[config.mk]
export PLATFORM = sky130hd
export DESIGN_NAME = uart_rx_ctrl
export DESIGN_NICKNAME = d
export VERILOG_FILES = /design/src/rtl/uart_rx_ctrl.sv
export SDC_FILE = /design/constraint.sdc
export NUM_CORES = 1
export LEC_CHECK = 0
export CELL_PAD_IN_SITES_DETAIL_PLACEMENT = 1
export CELL_PAD_IN_SITES_GLOBAL_PLACEMENT = 2
export CORE_MARGIN = 2
export CORE_UTILIZATION = 40
export CTS_BUF_LIST = sky130_fd_sc_hd__clkbuf_16
export DETAILED_ROUTE_END_ITERATION = 12
export PLACE_DENSITY = 0.87
export SLEW_MARGIN = 20
export SYNTH_ARGS = -nofsm -noshare
export SYNTH_HDL_FRONTEND = slang
export SYNTH_SLANG_ARGS = --single-unit
[constraint.sdc]
create_clock -name clk -period 3.9 [get_ports clk]
set_input_delay 0.39 -clock clk [delete_from_list [all_inputs] [get_ports clk]]
set_output_delay 0.39 -clock clk [all_outputs]
set_load 0.005 [all_outputs]
[src/rtl/uart_rx_ctrl.sv]
// uart_rx_ctrl: receive-side bit-timing controller for a UART receiver.
// Synchronizes the raw line, qualifies the start bit, majority-votes every
// bit around its centre on the oversampling tick, strobes data bits into the
// deserializer LSB first, then checks parity and stop and reports the result.
module uart_rx_ctrl #(
    parameter int DATA_WIDTH = 8,
    parameter int OVERSAMPLE = 16
) (
    input  logic clk,
    input  logic rst,
    input  logic OVS_TICK,
    input  logic RX_IN,
    input  logic PAR_EN,
    input  logic PAR_TYP,
    output logic SHIFT_EN,
    output logic SAMPLE_BIT,
    output logic RX_DONE,
    output logic DATA_VALID,
    output logic PAR_ERR,
    output logic STOP_ERR,
    output logic BUSY
);

    localparam int TW = $clog2(OVERSAMPLE);
    localparam int BW = $clog2(DATA_WIDTH + 1);
    localparam int H  = OVERSAMPLE / 2;

    // Tick positions within one bit period (pre-increment tick_cnt values).
    localparam logic [TW-1:0] CNT_PRE  = TW'(H - 1);
    localparam logic [TW-1:0] CNT_MID  = TW'(H);
    localparam logic [TW-1:0] CNT_DEC  = TW'(H + 1);
    localparam logic [TW-1:0] CNT_END  = TW'(OVERSAMPLE - 1);
    localparam logic [BW-1:0] BIT_LAST = BW'(DATA_WIDTH);

    typedef enum logic [2:0] {
        IDLE,
        START,
        DATA,
        PARITY,
        STOP
    } state_t;

    state_t          state_q;
    logic            rx_meta_q;
    logic            rx_s_q;
    logic [TW-1:0]   tick_cnt_q;
    logic [BW-1:0]   bit_cnt_q;
    logic            samp_a_q;
    logic            samp_b_q;
    logic            acc_q;
    logic            par_en_q;
    logic            par_typ_q;
    logic            shift_en_q;
    logic            sample_bit_q;
    logic            rx_done_q;
    logic            data_valid_q;
    logic            par_err_q;
    logic            stop_err_q;
    logic            busy_q;

    logic            voted;
    logic            at_pre;
    logic            at_mid;
    logic            at_dec;
    logic            at_end;
    logic [TW-1:0]   tick_cnt_d;

    // Two-flop synchronizer; idles high so reset never looks like a start bit.
    always_ff @(posedge clk or negedge rst) begin
        if (!rst) begin
            rx_meta_q <= 1'b1;
            rx_s_q    <= 1'b1;
        end else begin
            rx_meta_q <= RX_IN;
            rx_s_q    <= rx_meta_q;
        end
    end

    // Tick-position decode and 2-of-3 vote (third sample is the live rx_s).
    always_comb begin
        at_pre     = (tick_cnt_q == CNT_PRE);
        at_mid     = (tick_cnt_q == CNT_MID);
        at_dec     = (tick_cnt_q == CNT_DEC);
        at_end     = (tick_cnt_q == CNT_END);
        voted      = (samp_a_q & samp_b_q) | (samp_a_q & rx_s_q) | (samp_b_q & rx_s_q);
        tick_cnt_d = at_end ? '0 : tick_cnt_q + 1'b1;
    end

    // Frame FSM with registered strobes and status; everything moves only on a tick.
    always_ff @(posedge clk or negedge rst) begin
        if (!rst) begin
            state_q      <= IDLE;
            tick_cnt_q   <= '0;
            bit_cnt_q    <= '0;
            samp_a_q     <= 1'b0;
            samp_b_q     <= 1'b0;
            acc_q        <= 1'b0;
            par_en_q     <= 1'b0;
            par_typ_q    <= 1'b0;
            shift_en_q   <= 1'b0;
            sample_bit_q <= 1'b0;
            rx_done_q    <= 1'b0;
            data_valid_q <= 1'b0;
            par_err_q    <= 1'b0;
            stop_err_q   <= 1'b0;
            busy_q       <= 1'b0;
        end else begin
            shift_en_q   <= 1'b0;
            rx_done_q    <= 1'b0;
            data_valid_q <= 1'b0;
            if (OVS_TICK) begin
                case (state_q)
                    IDLE: begin
                        if (!rx_s_q) begin
                            // Start edge: freeze this frame's configuration, clear status.
                            state_q    <= START;
                            busy_q     <= 1'b1;
                            tick_cnt_q <= '0;
                            bit_cnt_q  <= '0;
                            par_en_q   <= PAR_EN;
                            par_typ_q  <= PAR_TYP;
                            par_err_q  <= 1'b0;
                            stop_err_q <= 1'b0;
                            acc_q      <= 1'b0;
                        end
                    end
                    default: begin
                        tick_cnt_q <= tick_cnt_d;
                        if (at_pre) samp_a_q <= rx_s_q;
                        if (at_mid) samp_b_q <= rx_s_q;
                        case (state_q)
                            START: begin
                                if (at_dec && voted) begin
                                    // Line was back high at mid-start: a glitch, not a frame.
                                    state_q    <= IDLE;
                                    busy_q     <= 1'b0;
                                    tick_cnt_q <= '0;
                                end else if (at_end) begin
                                    state_q <= DATA;
                                end
                            end
                            DATA: begin
                                if (at_dec) begin
                                    shift_en_q   <= 1'b1;
                                    sample_bit_q <= voted;
                                    acc_q        <= acc_q ^ voted;
                                    bit_cnt_q    <= bit_cnt_q + 1'b1;
                                end
                                if (at_end && bit_cnt_q == BIT_LAST) begin
                                    state_q <= par_en_q ? PARITY : STOP;
                                end
                            end
                            PARITY: begin
                                if (at_dec) par_err_q <= voted ^ acc_q ^ par_typ_q;
                                if (at_end) state_q <= STOP;
                            end
                            STOP: begin
                                if (at_dec) begin
                                    // Leave early so a start bit right after stop is not missed.
                                    stop_err_q   <= ~voted;
                                    rx_done_q    <= 1'b1;
                                    data_valid_q <= voted & ~par_err_q;
                                    state_q      <= IDLE;
                                    busy_q       <= 1'b0;
                                    tick_cnt_q   <= '0;
                                end
                            end
                            default: ;
                        endcase
                    end
                endcase
            end
        end
    end

    assign SHIFT_EN   = shift_en_q;
    assign SAMPLE_BIT = sample_bit_q;
    assign RX_DONE    = rx_done_q;
    assign DATA_VALID = data_valid_q;
    assign PAR_ERR    = par_err_q;
    assign STOP_ERR   = stop_err_q;
    assign BUSY       = busy_q;

endmodule

==> results of run 1 <==
[cell type report]
| cell class | count | area [um^2] |
|---|---|---|
| Timing Repair Buffer | 12 | 115.1 |
| Inverter | 10 | 37.54 |
| Fill cell | 374 | 1730 |
| Multi-Input combinational cell | 83 | 689.4 |
| Tap cell | 46 | 57.56 |
| Clock buffer | 3 | 75.07 |
| Clock inverter | 1 | 3.754 |
| Sequential cell | 25 | 628.1 |
[worst paths after layout]
kind	endpoint	slack, ns	depth (start not counted)
max	state_q[2]	1.82	6
min	state_q[0]	0.11	1
max reg2reg	state_q[2]	1.82	6
min reg2reg	rx_s_q	0.36	0
max in group asynchronous	rx_s_q	3.41	1
min in group clk	rx_s_q	0.36	0
[power by group through the flow]
stage               registers, uW  logic, uW  clock network [uW]
floorplan                     398        382                   0
global placement              432        463                   0
detailed placement            441        484                   0
CTS                           436        490                 232
global route                  451        541                 243
finish                        435        488                 229
[layout by cell type, fill, tap and decap left out, types with 2 or more instances in the layout]
cell             netlist  final
a21oi_1                2      2
a22o_1                 2      2
a32o_1                 6      6
and2_1                 3      3
clkbuf_16              0      3
clkdlybuf4s50_1        0     11
dfrtp_1               23     23
dfstp_2                2      2
ha_1                   5      5
inv_1                 10     11
mux2_1                 2      2
mux2_2                 4      4
mux2i_1                2      2
nand2_1                5      5
nand3_1                3      3
nor2_1                10     10
nor2b_1                4      4
o21a_1                 2      2
o21ai_0                5      5
o31ai_1                2      2
[through the flow]
| stage | std cells | hold slack (ns) | utilization |
|---|---|---|---|
| floorplan | 123 | 0.09441 | - |
| global placement | 176 | 0.3461 | 0.4593 |
| detailed placement | 176 | 0.3476 | 0.4593 |
| CTS | 180 | 0.3570 | 0.4829 |
| global route | 180 | 0.1559 | 0.4814 |
| finish | 180 | 0.1137 | 0.4814 |
[kinds of logic after synthesis]
kind of cell,Yosys count,share of synthesized area
AO/OA/AOI/OAI,26,0.1763
adder cells (fa/ha/maj),6,0.05334
multiplexers,8,0.06329
flip-flops,25,0.4539
AND/OR/NAND/NOR,41,0.1926
buffers and inverters,15,0.04792
XOR/XNOR,2,0.01266
[metal layers]
layer  vias up  part of all wire
met5         -                 0
met4         0             0.028
met3         8             0.031
met2        20              0.48
met1       503              0.46
li1        463                 -
==> flow_metrics.py, run 1 <==
metrics = {
    "run_status": {
        "status": "completed",
    },
    "synth": {
        "synth_top_cells_by_area": "dfrtp_1 (42%), ha_1 (4.5%), a32o_1 (4.3%)",
        "netlist_area_um2": 1384,
        "synthTopCellsByCount": "dfrtp_1 (23), inv_1 (10), nor2_1 (10), a32o_1 (6)",
        "ys_ff_latch": 25,
        "ys_types": 47,
        "async_flop_share": 1.000,
        "yosys.area.top_type_share": 0.4159,
        "yosysWarnings": 0,
        "synth-main-ff-cell": "dfrtp_1",
        "synthCells": 123,
        "syn_avg_cell_area_um2": 11.25,
        "syn-num-nets": 134,
        "synth-edff-count": 0,
        "yosysTopAreaCell": "dfrtp_1",
        "yosysMostFrequentCell": "dfrtp_1",
        "synth-seq-area-share": 0.4539,
    },
    "routing": {
        "drtAntennaViolNets": 0,
        "wl_um": 3030,
        "first_pass_iters": 4,
        "wl_per_cell_um": 16.83,
        "drc": 0,
        "first_iter_violations": 33,
        "vias": 994,
        "vias_per_cell": 5.522,
    },
    "critical_path": {
        "start_kind": "register",
        "cpPeakStageDelay_ns": 0.46,
        "cp_top_family": "simple AND/OR/NAND/NOR gates",
        "crit_fanout": 10,
        "rr_startpoint": "tick_cnt_q[1]",
        "critPathCaptureType": "register",
        "crit_start": "tick_cnt_q[1]",
        "cp.arrival_ns": 2.22,
        "crit_type": "register to register",
        "cp_data_required_time_ns": 4.04,
        "critPathSlowestCell": "and3b_1",
        "path_cells": "inv_1 -> ha_1 -> and3b_1 -> nor2_1 -> nor4_4 -> mux2_1",
        "crit_buf_inv": 1,
    },
    "place": {
        "dpl_cell_area_um2": 1533,
        "gp_congestion": 0.8334,
        "io_buffers": 12,
        "pre_cts_slack_ns": 1.721,
        "dp.final_hpwl_um": 2246,
    },
    "layout": {
        "num_antenna_cells": 0,
        "final_cell_area_um2": 1607,
        "final_nets": 146,
        "top_regs": "bit_cnt_q (4), tick_cnt_q (4), state_q (3)",
        "drive_gt1_frac": 0.1493,
        "area_growth_pct": 16.09,
    },
    "sta": {
        "drv_slew": 0,
        "max_freq_mhz": 480.5,
        "clock_skew_ns": 0.003738,
        "fin_crit_ns": 2.081,
        "finalHoldViolations": 0,
        "final.setup.worst_slack_ns": 1.819,
        "rsz0062_at_grt": "no",
        "slew_headroom": 0.6330,
        "setup_viol": 0,
        "tns_ns": 0,
        "fin_crit_sh": 0.5337,
        "worstMarginPinSlew_ns": 0.5505,
    },
    "grt": {
        "grt_pass1_vias": 1086,
        "use_met2": 0.2809,
        "grt.met3_usage": 0.02883,
        "overflow": 0,
        "grt_max_degree": 26,
        "grt_busiest_layer": "met2",
        "antenna_found_initial": 0,
        "grt_pass1_wl_um": 5375,
        "use_met1": 0.2198,
        "track_usage": 0.1712,
    },
    "power_and_ir_drop": {
        "p_comb_frac": 0.424,
        "p_seq_frac": 0.378,
        "peakVddDrop_v": 0.0003049,
        "power_frac_clock": 0.199,
        "swShare": 0.3864,
        "power_uw": 1152,
        "power_density_nw_per_um2": 717.2,
        "p_leak_uw": 0.0006800,
        "internal_power_uw": 707.1,
        "p_sw_uw": 445.2,
    },
    "clock_network": {
        "worstSkewPairLatency_ns": 0.26,
        "post-cts-setup-buffers": 0,
        "cts-root-buf": "clkbuf_16",
        "cts-buffers-inserted": 3,
        "cts_hold_buf": 0,
        "clockBufferDepth": 2,
        "h-tree-depth": 1,
        "cts.sinks": 25,
        "cts_resized": 0,
        "cts.clk_slew.worst_paths_ns": 0.07,
        "cts_tree": "built",
    },
    "die": {
        "die-area_um2": 3946,
        "start_util": 0.4147,
        "rows": 21,
        "die-width_um": 62.82,
        "io_pins": 13,
        "die_h_um": 62.82,
        "core_um2": 3337,
    },
    "job": {
        "drv_cap": 0,
    },
    "hold_path": {
        "hold_path.class": "primary input to asynchronous set/reset pin",
    },
}
(Power assumes the default switching activity.)
==> run 2: changes to the inputs <==
--- a/config.mk
+++ b/config.mk
@@ -8,10 +8,10 @@
 export CELL_PAD_IN_SITES_DETAIL_PLACEMENT = 1
 export CELL_PAD_IN_SITES_GLOBAL_PLACEMENT = 2
 export CORE_MARGIN = 2
-export CORE_UTILIZATION = 40
+export CORE_UTILIZATION = 34
 export CTS_BUF_LIST = sky130_fd_sc_hd__clkbuf_16
 export DETAILED_ROUTE_END_ITERATION = 12
-export PLACE_DENSITY = 0.87
+export PLACE_DENSITY = 0.79
 export SLEW_MARGIN = 20
 export SYNTH_ARGS = -nofsm -noshare
 export SYNTH_HDL_FRONTEND = slang
==> constraint.sdc (replaced) <==
create_clock -name clk -period 1.7 [get_ports clk]
set_input_delay 0.17 -clock clk [delete_from_list [all_inputs] [get_ports clk]]
set_output_delay 0.17 -clock clk [all_outputs]
set_load 0.005 [all_outputs]
==> run 2 against run 1 <==
The flow now finishes with violations (negative setup slack); largest power group unchanged; cell count grew 22%; maximum frequency grew 17%; clock-buffer cell count is the same; first-iteration DRC count shrank 42%; sequential share of layout area shrank 6.7 points; largest cell class unchanged; clock power grew 120%; critical endpoint unchanged.
==> flow_metrics.py, run 2 (synthesis gave the netlist of run 1 again) <==
metrics = {
    "run_status": {
        "status": "complete, but fails checks",
        "violations": "negative setup slack",
    },
    "layout": {
        "area_growth_pct": 40.78,
        "multi_input_area_um2": 748.2,
        "seqCellArea_um2": 630.6,
        "final_common_cell": "buf_4",
        "drive_gt1_frac": 0.4024,
        "fillers": 423,
        "final_nets": 181,
        "fin_util": 0.4905,
        "num_antenna_cells": 0,
        "mostFrequentLayoutCells": "buf_4 (33), dfrtp_1 (21), clkdlybuf4s50_1 (12)",
        "top_regs": "bit_cnt_q (4), tick_cnt_q (4), state_q (3)",
        "final_cell_area_um2": 1948,
    },
    "place": {
        "dp.final_hpwl_um": 2498,
        "dpl_cell_area_um2": 1754,
        "io_buffers": 12,
        "gp_congestion": 0.8426,
    },
    "critical_path": {
        "critPathCaptureType": "register",
        "crit_type": "register to register",
        "crit_fanout": 5,
        "critPathSlowestCell": "dfrtp_2",
        "start_kind": "register",
        "cp_data_required_time_ns": 1.84,
        "cpPeakStageDelay_ns": 0.44,
        "path_cells": "ha_4 -> and3b_1 -> buf_6 -> a311oi_4 -> nor4_4 -> mux2_4",
        "cp.arrival_ns": 1.91,
    },
    "sta": {
        "final.setup.worst_slack_ns": -0.07280,
        "slew_headroom": 0.7784,
        "fin_crit_ns": 1.773,
        "setup_viol": 6,
        "fin_crit_sh": 1.043,
        "drv_slew": 0,
        "clock_skew_ns": 0.004588,
        "worstMarginPinSlew_ns": 0.3300,
        "finalHoldViolations": 0,
        "max_freq_mhz": 564.1,
        "tns_ns": -0.2253,
        "rsz0062_at_grt": "yes",
    },
    "die": {
        "die-area_um2": 4596,
        "start_util": 0.3485,
        "rows": 23,
        "die-width_um": 67.80,
        "io_pins": 13,
        "die_h_um": 67.80,
        "core_um2": 3971,
    },
    "clock_network": {
        "clockBufferDepth": 2,
        "cts.clk_slew.worst_paths_ns": 0.06,
        "cts-buffers-inserted": 3,
        "cts.sinks": 25,
        "h-tree-depth": 1,
        "cts-root-buf": "clkbuf_16",
        "cts_tree": "built",
        "cts_hold_buf": 0,
        "worstSkewPairLatency_ns": 0.26,
    },
    "routing": {
        "vias_per_cell": 4.982,
        "wl_per_cell_um": 15.28,
        "vias": 1091,
        "first_pass_iters": 4,
        "drc": 0,
        "first_iter_violations": 19,
        "drtAntennaViolNets": 0,
        "wl_um": 3346,
    },
    "grt": {
        "overflow": 0,
        "grt_pass1_wl_um": 5651,
        "track_usage": 0.1674,
        "grt_max_degree": 26,
        "grt_pass1_vias": 1165,
        "antenna_found_initial": 0,
    },
    "power_and_ir_drop": {
        "p_seq_frac": 0.306,
        "peakVddDrop_v": 0.0006607,
        "p_leak_uw": 0.0008546,
        "power_density_nw_per_um2": 1640,
        "p_sw_uw": 1141,
        "power_frac_clock": 0.161,
        "internal_power_uw": 2053,
        "p_comb_frac": 0.532,
        "swShare": 0.3573,
    },
    "hold_path": {
        "hold_path.class": "primary input to asynchronous set/reset pin",
    },
    "job": {
        "drv_cap": 0,
    },
}
## run 2: changes by cell type in the layout (fill, tap and decap cells not counted), sizes merged
cell	previous run	this run
buf	1	35
clkdlybuf4s50	11	12
## run 2: layout make-up
cell class | count | area share
multi-input combinational | 83 | 0.3841
sequential | 25 | 0.3237
timing repair buffer | 47 | 0.2004
clock buffer | 3 | 0.03854
tap | 50 | 0.03211
inverter | 10 | 0.01927
clock inverter | 1 | 0.001927
## run 2: final timing paths
| path | to | slack (ns) | start | cells after the start |
|---|---|---|---|---|
| worst max-delay path | state_q[2] | -0.07 | tick_cnt_q[0] | 6 |
| worst min-delay path | state_q[2] | 0.27 | rst | 2 |
| worst max register to register | state_q[2] | -0.07 | tick_cnt_q[0] | 6 |
| worst min register to register | rx_s_q | 0.36 | rx_meta_q | 0 |
| max in group asynchronous | rx_meta_q | 1.12 | rst | 2 |
| min in group clk | rx_meta_q | 0.31 | RX_IN | 1 |
## run 2: per-layer routing
metal  GRT usage  vias to the layer above  wire, um
met1      0.2181                      531      1586
met2      0.2770                       12      1638
met3     0.03000                        5        74
met5           0                        -         0
li1            -                      543         -
met4     0.06000                        0        46
## run 2: critical path, delay by kind of cell (launching register included)
kind / cells / cell delay [ns]
buffers and inverters: 1 / 0.14
AO/OA/AOI/OAI: 1 / 0.32
adder cells (fa/ha/maj): 1 / 0.16
AND/OR/NAND/NOR: 2 / 0.27
flip-flops: 1 / 0.44
multiplexers: 1 / 0.31
## run 2: metrics by stage
| stage | hold slack (ns) | instances | setup WS (ns) | power (uW) |
|---|---|---|---|---|
| finish | 0.2725 | 219 | -0.07280 | 3194 |
| floorplan | -0.1256 | 123 | 0.008889 | 1804 |
| global route | 0.3102 | 219 | -0.1338 | 3437 |
| global placement | 0.3484 | 208 | -0.03105 | 2367 |
| detailed placement | 0.3488 | 208 | -0.1143 | 2438 |
| CTS | 0.2899 | 216 | -0.08884 | 3103 |
## run 2: power groups by stage
| stage | Combinational, uW | Sequential, uW | Clock (uW) |
|---|---|---|---|
| finish | 1700 | 979 | 515 |
| global route | 1860 | 1010 | 565 |
| detailed placement | 1460 | 982 | 0 |
| CTS | 1600 | 975 | 529 |
| floorplan | 889 | 915 | 0 |
| global placement | 1400 | 968 | 0 |
## run 2: what timing repair did
| item | in CTS | in global routing |
|---|---|---|
| pin swaps | 5 | 8 |
| endpoints found under the setup margin | 9 | 20 |
| resized for setup | 11 | 10 |
| setup buffers | 4 | 3 |
==> edit 1 (flow settings as in run 1) <==
Compare `bit_cnt_q` against `BIT_LAST` with >= in place of ==.
--- a/src/rtl/uart_rx_ctrl.sv
+++ b/src/rtl/uart_rx_ctrl.sv
@@ -147,5 +147,5 @@
                                     bit_cnt_q    <= bit_cnt_q + 1'b1;
                                 end
-                                if (at_end && bit_cnt_q == BIT_LAST) begin
+                                if (at_end && bit_cnt_q >= BIT_LAST) begin
                                     state_q <= par_en_q ? PARITY : STOP;
                                 end
Function: no difference found for any inputs over 10 cycles, from zero or initial values and one cycle with rst low; that may be too few to reach the edited logic, so the function may still have changed.
==> edit 1 against run 1 <==
Utilization about the same. Routed wire length is 1.1% lower. Area after synthesis rose by 0.81%. Setup slack better by 46 ps. Maximum frequency grew 2.2%. Global-route usage is 0.63 points lower. Sequential cell count unchanged. Design area hardly changed. Largest cell class unchanged. Highest routed layer unchanged.
Power is not compared: it rests on default switching activity, and its combinational part moved more than twofold at a synthesized area within 25%.
==> edit 1: results (changes against run 1) <==
.. list-table::
   :header-rows: 1

   * - Metric
     - Value
   * - Result of the run
     - finished clean (unchanged)
   * - Cells taking the most area after synthesis
     - sky130_fd_sc_hd__dfrtp_1, sky130_fd_sc_hd__ha_1, sky130_fd_sc_hd__dfstp_2 (was sky130_fd_sc_hd__dfrtp_1, sky130_fd_sc_hd__ha_1, sky130_fd_sc_hd__a32o_1)
   * - R2R Path End
     - tick_cnt_q[1] (was state_q[2])
   * - FILL cells
     - 377 (was 374)
   * - Stage delay of the slowest cell on the critical path
     - 570 ps (was 460 ps)
   * - Post-DP Area
     - 0.00153 mm² (about the same)
   * - Post-DP HPWL
     - 2.19 mm (was 2.25 mm)
   * - Synth unique cells
     - 49 (was 47)
   * - Die X-Extent
     - 63.1 µm (was 62.8 µm)
   * - Number of instances in the synthesized netlist
     - 126 (was 123)
   * - Worst hold slack after final layout
     - 112 ps (was 114 ps)
   * - Portion of the clock cycle consumed by the worst path in the final layout
     - 52.2% (was 53.4%)
   * - Number of vias after detailed routing
     - 991 (was 994)
   * - Worst Setup Slack post-DPL
     - 1750 ps (was 1720 ps)
   * - Ranking of synthesized cells by instance count
     - sky130_fd_sc_hd__dfrtp_1, sky130_fd_sc_hd__inv_1, sky130_fd_sc_hd__o21ai_0 (was sky130_fd_sc_hd__dfrtp_1, sky130_fd_sc_hd__inv_1, sky130_fd_sc_hd__nor2_1)
   * - Multi-input comb cells
     - 85 (was 83)
   * - Slowest stage cell on the critical path
     - sky130_fd_sc_hd__a21boi_0 (was sky130_fd_sc_hd__and3b_1)
   * - Global-route wire length before repair
     - 5.22 mm (was 5.38 mm)
   * - Vias in the first global route
     - 1083 (was 1086)
   * - Arrival time worst endpoint
     - 2180 ps (was 2220 ps)
   * - Pin slew with the least headroom to its limit
     - 659 ps (was 550 ps)
   * - Routed Wire Length
     - 3.00 mm (was 3.03 mm)
   * - Total routing resource utilization after global routing
     - 16.5% (was 17.1%)
   * - Global placer's final weighted congestion
     - 0.864 (was 0.833)
   * - Sequential cell area fraction in the yosys report
     - 45.0% (was 45.4%)
   * - Post-layout net count
     - 148 (was 146)
   * - Worst-case register-to-register setup slack
     - 1860 ps (was 1820 ps)
   * - Worst-path maximum fanout
     - 5 (was 10)
   * - Share of cells above drive strength 1
     - 16.2% (was 14.9%)
   * - Combined area of the multi-input logic cells
     - 687 µm² (was 689 µm²)
   * - Share of the final layout cell area in multi-input gates
     - 42.7% (was 42.9%)
## edit 1: cell types whose count changed after synthesis, sizes merged, moves of 2 or more
cell / before / now
nand3: 3 / 1
nor2b: 4 / 1
o21ai: 5 / 8
o21a: 2 / 0
a32o: 6 / 4
nand4: 0 / 3
nor2: 10 / 7
## edit 1: kinds of logic (layout without fill, tap and decap cells)
kind of cell | Yosys count | after routing | share of synthesized area [%]
AOI/OAI and AO/OA | 30 | 30 | 17.4
xor gates and xnor gates | 2 | 2 | 1.26
adders and majority gates | 6 | 6 | 5.29
buffers and inverters | 16 | 26 | 5.74
DFF | 25 | 25 | 45.0
muxes | 8 | 8 | 6.46
and+or+nand+nor | 39 | 39 | 18.8
## edit 1: metal layers
metal,up-vias,wire [µm],share of wire (%),global-route usage (%)
li1,476,-,-,-
met1,499,1410,47,22.5
met2,14,1490,50,27.0
met3,2,76,2.5,2.50
met4,0,16,0.53,5.00
met5,-,0,0,0
==> edit 2 (flow settings as in run 1) <==
Without the edit above. Set the parameter `OVERSAMPLE` to 8 (it was 16).
--- a/src/rtl/uart_rx_ctrl.sv
+++ b/src/rtl/uart_rx_ctrl.sv
@@ -5,5 +5,5 @@
 module uart_rx_ctrl #(
     parameter int DATA_WIDTH = 8,
-    parameter int OVERSAMPLE = 16
+    parameter int OVERSAMPLE = 8
 ) (
     input  logic clk,
Formal check against the unedited RTL: not equivalent (Yosys sat finds a counterexample within 10 cycles, from zero or initial values and one cycle with rst low).
==> edit 2 against run 1 <==
Sequential cell count down 1. Total power shrank 7.3%. Design area is 5.0% lower. Setup slack lost 1.2 ps. Count of clock-buffer cells in the layout unchanged. Clock power is 28% higher. Routed wire length fell by 2.5%. Non-clock buffer count unchanged. Area after synthesis decreased by 7.2%. Critical endpoint is now bit_cnt_q[3].
==> edit 2: results (changes against run 1) <==
.. list-table::
   :header-rows: 1

   * - Metric
     - Value
   * - Worst-path maximum fanout
     - 7 (was 10)
   * - Main flop type after synthesis
     - sky130_fd_sc_hd__dfrtp_1 (unchanged)
   * - Global-route wire length before repair
     - 5.17 mm (was 5.38 mm)
   * - Share of cells above drive strength 1
     - 12.6% (was 14.9%)
   * - FILL cells
     - 352 (was 374)
   * - Slowest stage cell on the critical path
     - sky130_fd_sc_hd__or4b_1 (was sky130_fd_sc_hd__and3b_1)
   * - Synth unique cells
     - 45 (was 47)
   * - Synth Area in Adders
     - 7.70% (was 5.33%)
   * - Post-DP HPWL
     - 2.12 mm (was 2.25 mm)
   * - Ranking of synthesized cells by instance count
     - sky130_fd_sc_hd__dfrtp_1, sky130_fd_sc_hd__nand2_1, sky130_fd_sc_hd__inv_1 (was sky130_fd_sc_hd__dfrtp_1, sky130_fd_sc_hd__inv_1, sky130_fd_sc_hd__nor2_1)
   * - Worst r2r path cells
     - 6 (unchanged)
   * - Net count after synthesis
     - 138 (was 134)
   * - Met2 usage
     - 30.6% (was 28.1%)
   * - Sequential cell area fraction in the yosys report
     - 47.0% (was 45.4%)
   * - Deepest clock path buffer count
     - 2 (unchanged)
   * - Met3 capacity usage during global routing
     - 5.33% (was 2.88%)
   * - Top flop regs
     - bit_cnt_q: 4 flops, state_q: 3 flops, tick_cnt_q: 3 flops (was bit_cnt_q: 4 flops, tick_cnt_q: 4 flops, state_q: 3 flops)
   * - Global placer's final weighted congestion
     - 0.836 (was 0.833)
   * - Worst-case headroom to the max-slew limit
     - 53.0% (was 63.3%)
   * - Proportion of synthesized area in mux cells
     - 6.82% (was 6.33%)
   * - R2R Path End
     - bit_cnt_q[3] (was state_q[2])
   * - Largest net degree at the start of global routing
     - 25 (was 26)
   * - Static Leakage
     - 0.644 nW (was 0.680 nW)
   * - Vias in the first global route
     - 1036 (was 1086)
   * - Met1 Track Usage GR
     - 26.8% (was 22.0%)
   * - Worst IR drop on VDD
     - 0.333 mV (was 0.305 mV)
   * - Fin Clk Skew
     - 4.32 ps (was 3.74 ps)
   * - Compound-cell area share of the yosys netlist
     - 14.5% (was 17.6%)
   * - Result of the run
     - finished clean (unchanged)
   * - Wire per inst
     - 16.5 µm (was 16.8 µm)
   * - DR vias/cell
     - 5.53 (was 5.52)
   * - Xor/xnor share of the synthesized area
     - 1.36% (was 1.27%)
   * - Total routing resource utilization after global routing
     - 19.3% (was 17.1%)
edit 2: logic make-up (layout without fill, tap and decap cells):
kind of cell | after synthesis | in the layout
adder cells (fa/ha/maj) | 8 | 8
buffers and inverters | 17 | 27
AND/OR/NAND/NOR | 39 | 39
multiplexers | 8 | 8
XOR/XNOR | 2 | 2
flip-flops | 24 | 24
AO/OA/AOI/OAI | 27 | 27
edit 2: worst max-delay path by stage:
stage,slack [ps],end,startpoint
3_3_place_gp,1630,bit_cnt_q[3],OVS_TICK
3_5_place_dp,1570,bit_cnt_q[3],OVS_TICK
2_1_floorplan,2010,state_q[2],tick_cnt_q[0]
4_1_cts,1830,bit_cnt_q[3],OVS_TICK
5_1_grt,1720,par_en_q,state_q[2]
6_report,1820,bit_cnt_q[3],OVS_TICK
edit 2: routing by layer:
layer	vias up	routed length, µm
li1	467	-
met1	490	1410
met2	31	1370
met3	2	152
met4	0	14
met5	-	0
edit 2: worst max-delay path, delay by kind of cell:
kind	cells	cell delay, ps
AO/OA/AOI/OAI	1	140
AND/OR/NAND/NOR	2	1060
buffers and inverters	2	670
edit 2: report_power, final:
part | switching [mW] | internal (mW)
combinational | 0.171 | 0.171
sequential | 0.102 | 0.330
clock | 0.0894 | 0.204
total | 0.362 | 0.705
edit 2: final cells by class:
cell class	count	area [µm²]	share of cell area, %
clock buffers	3	75.1	4.92
repair buffers	12	115	7.54
flip-flops and latches	24	603	39.5
well taps	44	55.1	3.61
multi-input cells	84	607	39.8
clock inverters	1	30.0	1.97
inverters	11	41.3	2.70
edit 2: metrics by stage:
stage	area (µm²)	power, mW	hold WS (ps)	worst slack, ps	cells
after global placement	1430	0.753	347	1630	175
after global routing	1530	1.15	142	1720	179
after detailed placement	1430	0.777	351	1570	175
final	1530	1.07	99.5	1820	179
after floorplan	1280	0.648	94.4	2010	125
after CTS	1530	1.08	360	1830	179
